===== src/rtl/bfly_sel_pkg.sv =====
// Shared types and defaults for the butterfly add/sub select controller.
package bfly_sel_pkg;

    typedef enum logic [1:0] {
        IDLE = 2'd0,
        ADD  = 2'd1,
        SUB  = 2'd2
    } bfly_sel_state_t;

    localparam int DEF_HALF_LEN         = 8;
    localparam int DEF_BLOCKS_PER_FRAME = 1;

    // Bit width for a count of v values, never less than one bit.
    function automatic int clog2_min1(input int v);
        return (v <= 2) ? 1 : $clog2(v);
    endfunction

endpackage


===== src/rtl/bfly_phase_cnt.sv =====
// Phase counter for one butterfly block: counts 0..2*HALF_LEN-1 and wraps,
// flagging the last ADD cycle and the last SUB cycle.
module bfly_phase_cnt #(
    parameter int HALF_LEN = 8,
    parameter int CW       = 4
) (
    input  logic          clk,
    input  logic          rst,
    input  logic          en,
    input  logic          clr,
    output logic [CW-1:0] cnt,
    output logic          tc_half,
    output logic          tc_full
);

    localparam logic [CW-1:0] HALF_LAST = CW'(HALF_LEN - 1);
    localparam logic [CW-1:0] FULL_LAST = CW'(2 * HALF_LEN - 1);

    logic [CW-1:0] cnt_reg;

    always_ff @(posedge clk or posedge rst) begin
        if (rst) begin
            cnt_reg <= '0;
        end else if (clr) begin
            cnt_reg <= '0;
        end else if (en) begin
            cnt_reg <= (cnt_reg == FULL_LAST) ? '0 : cnt_reg + CW'(1);
        end
    end

    assign cnt     = cnt_reg;
    assign tc_half = (cnt_reg == HALF_LAST);
    assign tc_full = (cnt_reg == FULL_LAST);

endmodule


===== src/rtl/bfly_sel_ctrl.sv =====
// Butterfly add/sub mux-select controller with a one-deep start queue and flush.
// Optional overrun pulse output enabled by defining BFLY_SEL_OVR_EN.
module bfly_sel_ctrl
    import bfly_sel_pkg::*;
#(
    parameter int   HALF_LEN         = DEF_HALF_LEN,
    parameter int   BLOCKS_PER_FRAME = DEF_BLOCKS_PER_FRAME,
    parameter logic SUB_SEL_VAL      = 1'b1,
    localparam int  CW               = clog2_min1(2 * HALF_LEN),
    localparam int  BW               = clog2_min1(BLOCKS_PER_FRAME)
) (
    input  logic          clk,
    input  logic          rst,
    input  logic          alert_start,
    input  logic          flush,
    output logic          mux_sel,
    output logic          active,
    output logic [BW-1:0] blk_idx,
    output logic [CW-1:0] phase_cnt,
    output logic          block_done,
    output logic          frame_done
`ifdef BFLY_SEL_OVR_EN
    ,
    output logic          ovr
`endif
);

    localparam logic [BW-1:0] BLK_LAST = BW'(BLOCKS_PER_FRAME - 1);

    bfly_sel_state_t state_reg, state_next;
    logic [BW-1:0]   blk_reg, blk_next;
    logic            pending_reg, pending_next;
    logic            mux_reg, mux_next;
    logic            active_reg, active_next;
    logic            drop_next;
    logic            tc_half, tc_full;
    logic [CW-1:0]   cnt;

    bfly_phase_cnt #(
        .HALF_LEN (HALF_LEN),
        .CW       (CW)
    ) u_phase_cnt (
        .clk     (clk),
        .rst     (rst),
        .en      (state_reg != IDLE),
        .clr     (flush),
        .cnt     (cnt),
        .tc_half (tc_half),
        .tc_full (tc_full)
    );

    assign block_done = (state_reg == SUB) && tc_full;
    assign frame_done = block_done && (blk_reg == BLK_LAST);

    always_ff @(posedge clk or posedge rst) begin
        if (rst) begin
            state_reg   <= IDLE;
            blk_reg     <= '0;
            pending_reg <= 1'b0;
            mux_reg     <= ~SUB_SEL_VAL;
            active_reg  <= 1'b0;
        end else begin
            state_reg   <= state_next;
            blk_reg     <= blk_next;
            pending_reg <= pending_next;
            mux_reg     <= mux_next;
            active_reg  <= active_next;
        end
    end

    always_comb begin
        state_next   = state_reg;
        blk_next     = blk_reg;
        pending_next = pending_reg;
        drop_next    = 1'b0;

        if (flush) begin
            state_next   = IDLE;
            blk_next     = '0;
            pending_next = 1'b0;
        end else begin
            // Requests arriving mid-frame are queued once; a second one is lost.
            if ((state_reg != IDLE) && alert_start && !frame_done) begin
                if (pending_reg) begin
                    drop_next = 1'b1;
                end else begin
                    pending_next = 1'b1;
                end
            end

            case (state_reg)
                IDLE: begin
                    if (alert_start) begin
                        state_next = ADD;
                        blk_next   = '0;
                    end
                end
                ADD: begin
                    if (tc_half) begin
                        state_next = SUB;
                    end
                end
                SUB: begin
                    if (tc_full) begin
                        if (blk_reg != BLK_LAST) begin
                            state_next = ADD;
                            blk_next   = blk_reg + BW'(1);
                        end else if (pending_reg || alert_start) begin
                            // Back-to-back frame: the queued request is consumed.
                            state_next   = ADD;
                            blk_next     = '0;
                            pending_next = 1'b0;
                            drop_next    = pending_reg && alert_start;
                        end else begin
                            state_next = IDLE;
                            blk_next   = '0;
                        end
                    end
                end
                default: begin
                    state_next = IDLE;
                    blk_next   = '0;
                end
            endcase
        end

        mux_next    = (state_next == SUB) ? SUB_SEL_VAL : ~SUB_SEL_VAL;
        active_next = (state_next != IDLE);
    end

    assign mux_sel   = mux_reg;
    assign active    = active_reg;
    assign blk_idx   = blk_reg;
    assign phase_cnt = cnt;

`ifdef BFLY_SEL_OVR_EN
    logic ovr_reg;

    always_ff @(posedge clk or posedge rst) begin
        if (rst) begin
            ovr_reg <= 1'b0;
        end else begin
            ovr_reg <= drop_next;
        end
    end

    assign ovr = ovr_reg;
`else
    logic unused_drop;
    assign unused_drop = drop_next;
`endif

endmodule


===== config.mk =====
export PLATFORM = sky130hd
export DESIGN_NAME = bfly_sel_ctrl
export DESIGN_NICKNAME = d
export VERILOG_FILES = /design/src/rtl/bfly_sel_pkg.sv /design/src/rtl/bfly_phase_cnt.sv /design/src/rtl/bfly_sel_ctrl.sv
export SDC_FILE = /design/constraint.sdc
export NUM_CORES = 1
export LEC_CHECK = 0
export ABC_AREA = 1
export CAP_MARGIN = 40
export CORE_AREA = 2 2 39 41
export CTS_CLUSTER_SIZE = 30
export DETAILED_ROUTE_END_ITERATION = 10
export DIE_AREA = 0 0 41 43
export PLACE_DENSITY = 0.67
export SYNTH_ARGS = -nofsm -noshare
export SYNTH_HDL_FRONTEND = slang
export SYNTH_SLANG_ARGS = --single-unit

===== constraint.sdc =====
create_clock -name clk -period 2.6 [get_ports clk]
set_input_delay 0.26 -clock clk [delete_from_list [all_inputs] [get_ports clk]]
set_output_delay 0.26 -clock clk [all_outputs]
set_load 0.02 [all_outputs]

==> results.json <==
{
  "finalSetupTns_ns": 0,
  "first_global_vias": 384,
  "cpMaxStageDelayCell": "sky130_fd_sc_hd__clkdlybuf4s50_1",
  "synth_largest_type_area_fraction_pct": 45.8,
  "port_buffers": 11,
  "clk_path_buf_depth": 2,
  "clkLatencyLatePin_ns": 0.26,
  "largest_net_degree_at_the_start_of_global_routing": 10,
  "timing.final.hold_violations": 0,
  "p_leak_nw": 0.317,
  "crit_family": "buffers and inverters",
  "ys_top_cells_by_area": "sky130_fd_sc_hd__dfrtp_1 (46%), sky130_fd_sc_hd__inv_1 (9.2%), sky130_fd_sc_hd__nand2_1 (7.6%), sky130_fd_sc_hd__nor2_4 (4.6%), sky130_fd_sc_hd__nand3_1 (4.1%)",
  "unrepaired_setup_endpoints_after_global_routing": "no",
  "initial_core_util_pct": 35.5,
  "fillCellCount": 146,
  "grt-busiest-layer": "met1",
  "power.ir.vdd_worst_mv": 0.187,
  "overflow": 0,
  "i_o_pin_cnt": 13,
  "core-area_sq_mm": 0.00138,
  "final.min_clock_period_ns": 2.10,
  "global_route.usage.total_pct": 13.6,
  "post-route-util_pct": 45.8,
  "global_route.usage.met2_pct": 18.1,
  "critPathArrivalTime_ns": 1.84,
  "worstSetupStartpointType": "register",
  "fp.dieArea_sq_mm": 0.00176,
  "grt_util_met1_pct": 19.5,
  "grt_first_pass_wirelength_mm": 1.60,
  "mean_number_of_vias_per_cell": 4.39,
  "antenna_cells": 0,
  "clk_transition_reported_paths_ns": 0.06,
  "dp_slack_ns": 0.787,
  "power_density_normalized_to_cell_area_mw_per_mm2": 477,
  "critPathRequiredTime_ns": 2.34,
  "status": "finished clean",
  "seq_area_frac_synth_pct": 45.8,
  "firstDrtPassIters": 4,
  "fin_area_sq_um": 633,
  "max_stage_delay_ns": 0.60,
  "synth-seq-cells": 9,
  "worst_reg_to_reg_path_cell_count": 7,
  "crit_buf_inv": 2,
  "worst-path-max-fanout": 4,
  "placement_rows": 14,
  "ys_warn_count": 0,
  "synth_top_cell_by_area": "sky130_fd_sc_hd__dfrtp_1",
  "multi_input_comb_area_sq_um": 195,
  "criticalPathCategory": "reg -> out",
  "layout_worst_path_cycle_share_pct": 80.8,
  "critical_path.endpoint_type": "primary output",
  "timing.critical_path.depth": 6,
  "layout.area.seq_sq_um": 225,
  "synth_cells": 60,
  "nets": 79,
  "drt.antenna.violating_nets": 0,
  "count_of_clock_tree_sinks": 9,
  "die_height_um": 43,
  "maxSlewViolCount": 0,
  "wl_per_cell_um": 10.3,
  "cts_buffers": 3,
  "worst_hold_path_type": "in -> async",
  "final-setup-viol-count": 0,
  "flip_flop_count_of_the_largest_register_all_copies_and_words_added": 4,
  "finClkSkew_ns": 0.00183,
  "cts-root-buf": "sky130_fd_sc_hd__clkbuf_4",
  "postCtsSetupBuffers": 0,
  "area_growth_pct": 28.8,
  "synth_area_per_cell_sq_um": 8.20,
  "gp_routability_congestion": 0.727,
  "post-route-drc-count": 0,
  "max_cap_viol_count": 0,
  "mappedNetlistArea_sq_um": 492,
  "holdBufCountCts": 0,
  "grt.met3_usage_pct": 1.57,
  "mappedNetlistNets": 65,
  "via_count": 391,
  "routed_wirelength_um": 920,
  "synth_unique_cells": 20,
  "post-route-worst-setup-slack_ns": 0.499,
  "tritoncts_clock_tree": "built",
  "grt_antenna_before_repair": 0,
  "path_cells": "ha_1, nand2_2, nor2_4, nand2_1, inv_1, clkdlybuf4s50_1",
  "first_iter_violations": 7,
  "cts.repair.resized": 0,
  "max_freq_ghz": 0.476,
  "h-tree-depth": 1,
  "floorplan.die.width_um": 41,
  "layout-drive-gt1-share_pct": 17.8,
  "dp_hpwl_um": 687,
  "detailed_place.area_sq_um": 607
}
==> layout by cell type, fill, tap and decap left out, types with 2 or more instances in the layout <==
| cell type | instances |
|---|---|
| sky130_fd_sc_hd__clkbuf_4 | 3 |
| sky130_fd_sc_hd__nor2_1 | 3 |
| sky130_fd_sc_hd__nor2_4 | 2 |
| sky130_fd_sc_hd__o21ai_1 | 4 |
| sky130_fd_sc_hd__nand3_1 | 4 |
| sky130_fd_sc_hd__clkdlybuf4s50_1 | 11 |
| sky130_fd_sc_hd__inv_2 | 3 |
| sky130_fd_sc_hd__dfrtp_1 | 9 |
| sky130_fd_sc_hd__nand2_1 | 10 |
| sky130_fd_sc_hd__inv_1 | 12 |
==> cell type report <==
cell class | instances | share of cell area, %
clock buffers | 4 | 4.15
inverters | 15 | 8.89
multi-input cells | 34 | 30.8
flip-flops and latches | 9 | 35.6
well taps | 16 | 3.16
repair buffers | 11 | 17.4
==> metrics by stage <==
| step | std cells | power [mW] | hold WS, ns |
|---|---|---|---|
| final | 89 | 0.302 | 0.271 |
| after floorplan | 60 | 0.180 | 0.0879 |
| after detailed placement | 85 | 0.197 | 0.558 |
| after CTS | 89 | 0.307 | 0.271 |
| after global routing | 89 | 0.318 | 0.302 |
| after global placement | 85 | 0.197 | 0.545 |
==> Yosys cell counts (all sizes together) <==
master / instances
a21oi: 1
buf: 2
conb: 1
dfrtp: 9
ha: 1
inv: 15
nand2: 11
nand3: 5
nor2: 6
nor3: 1
o211ai: 1
o21ai: 6
xor2: 1
==> worst paths after layout <==
check,from,to,slack (ns)
worst max-delay path,u_phase_cnt.cnt[1],frame_done,0.50
worst min-delay path,rst,mux_sel,0.27
worst max register to register,u_phase_cnt.cnt[1],active,1.40
worst min register to register,pending_reg,pending_reg,0.57
max in group asynchronous,rst,pending_reg,2.06
min in group clk,pending_reg,pending_reg,0.57
==> cell families (layout without fill, tap and decap cells) <==
kind of cell	Yosys count	count (layout)	share of synthesized area (%)
compound gates	8	8	9.41
xor+xnor	1	1	1.78
fa+ha+maj	1	1	2.54
buf+inv	17	30	14.5
flops	9	9	45.8
other cells	1	1	0.763
simple gates	23	23	25.2
==> power by group <==
part,total [mW],switching (mW),internal [mW]
registers,0.151,0.00524,0.146
logic,0.0433,0.0254,0.0179
clock network,0.108,0.0485,0.0591
==> layer usage <==
metal	up-vias	routed length, um
li1	206	-
met1	175	435
met2	8	446
met3	2	31
met4	0	7
met5	-	0
No activity file was read; power rests on OpenSTA's default activity.
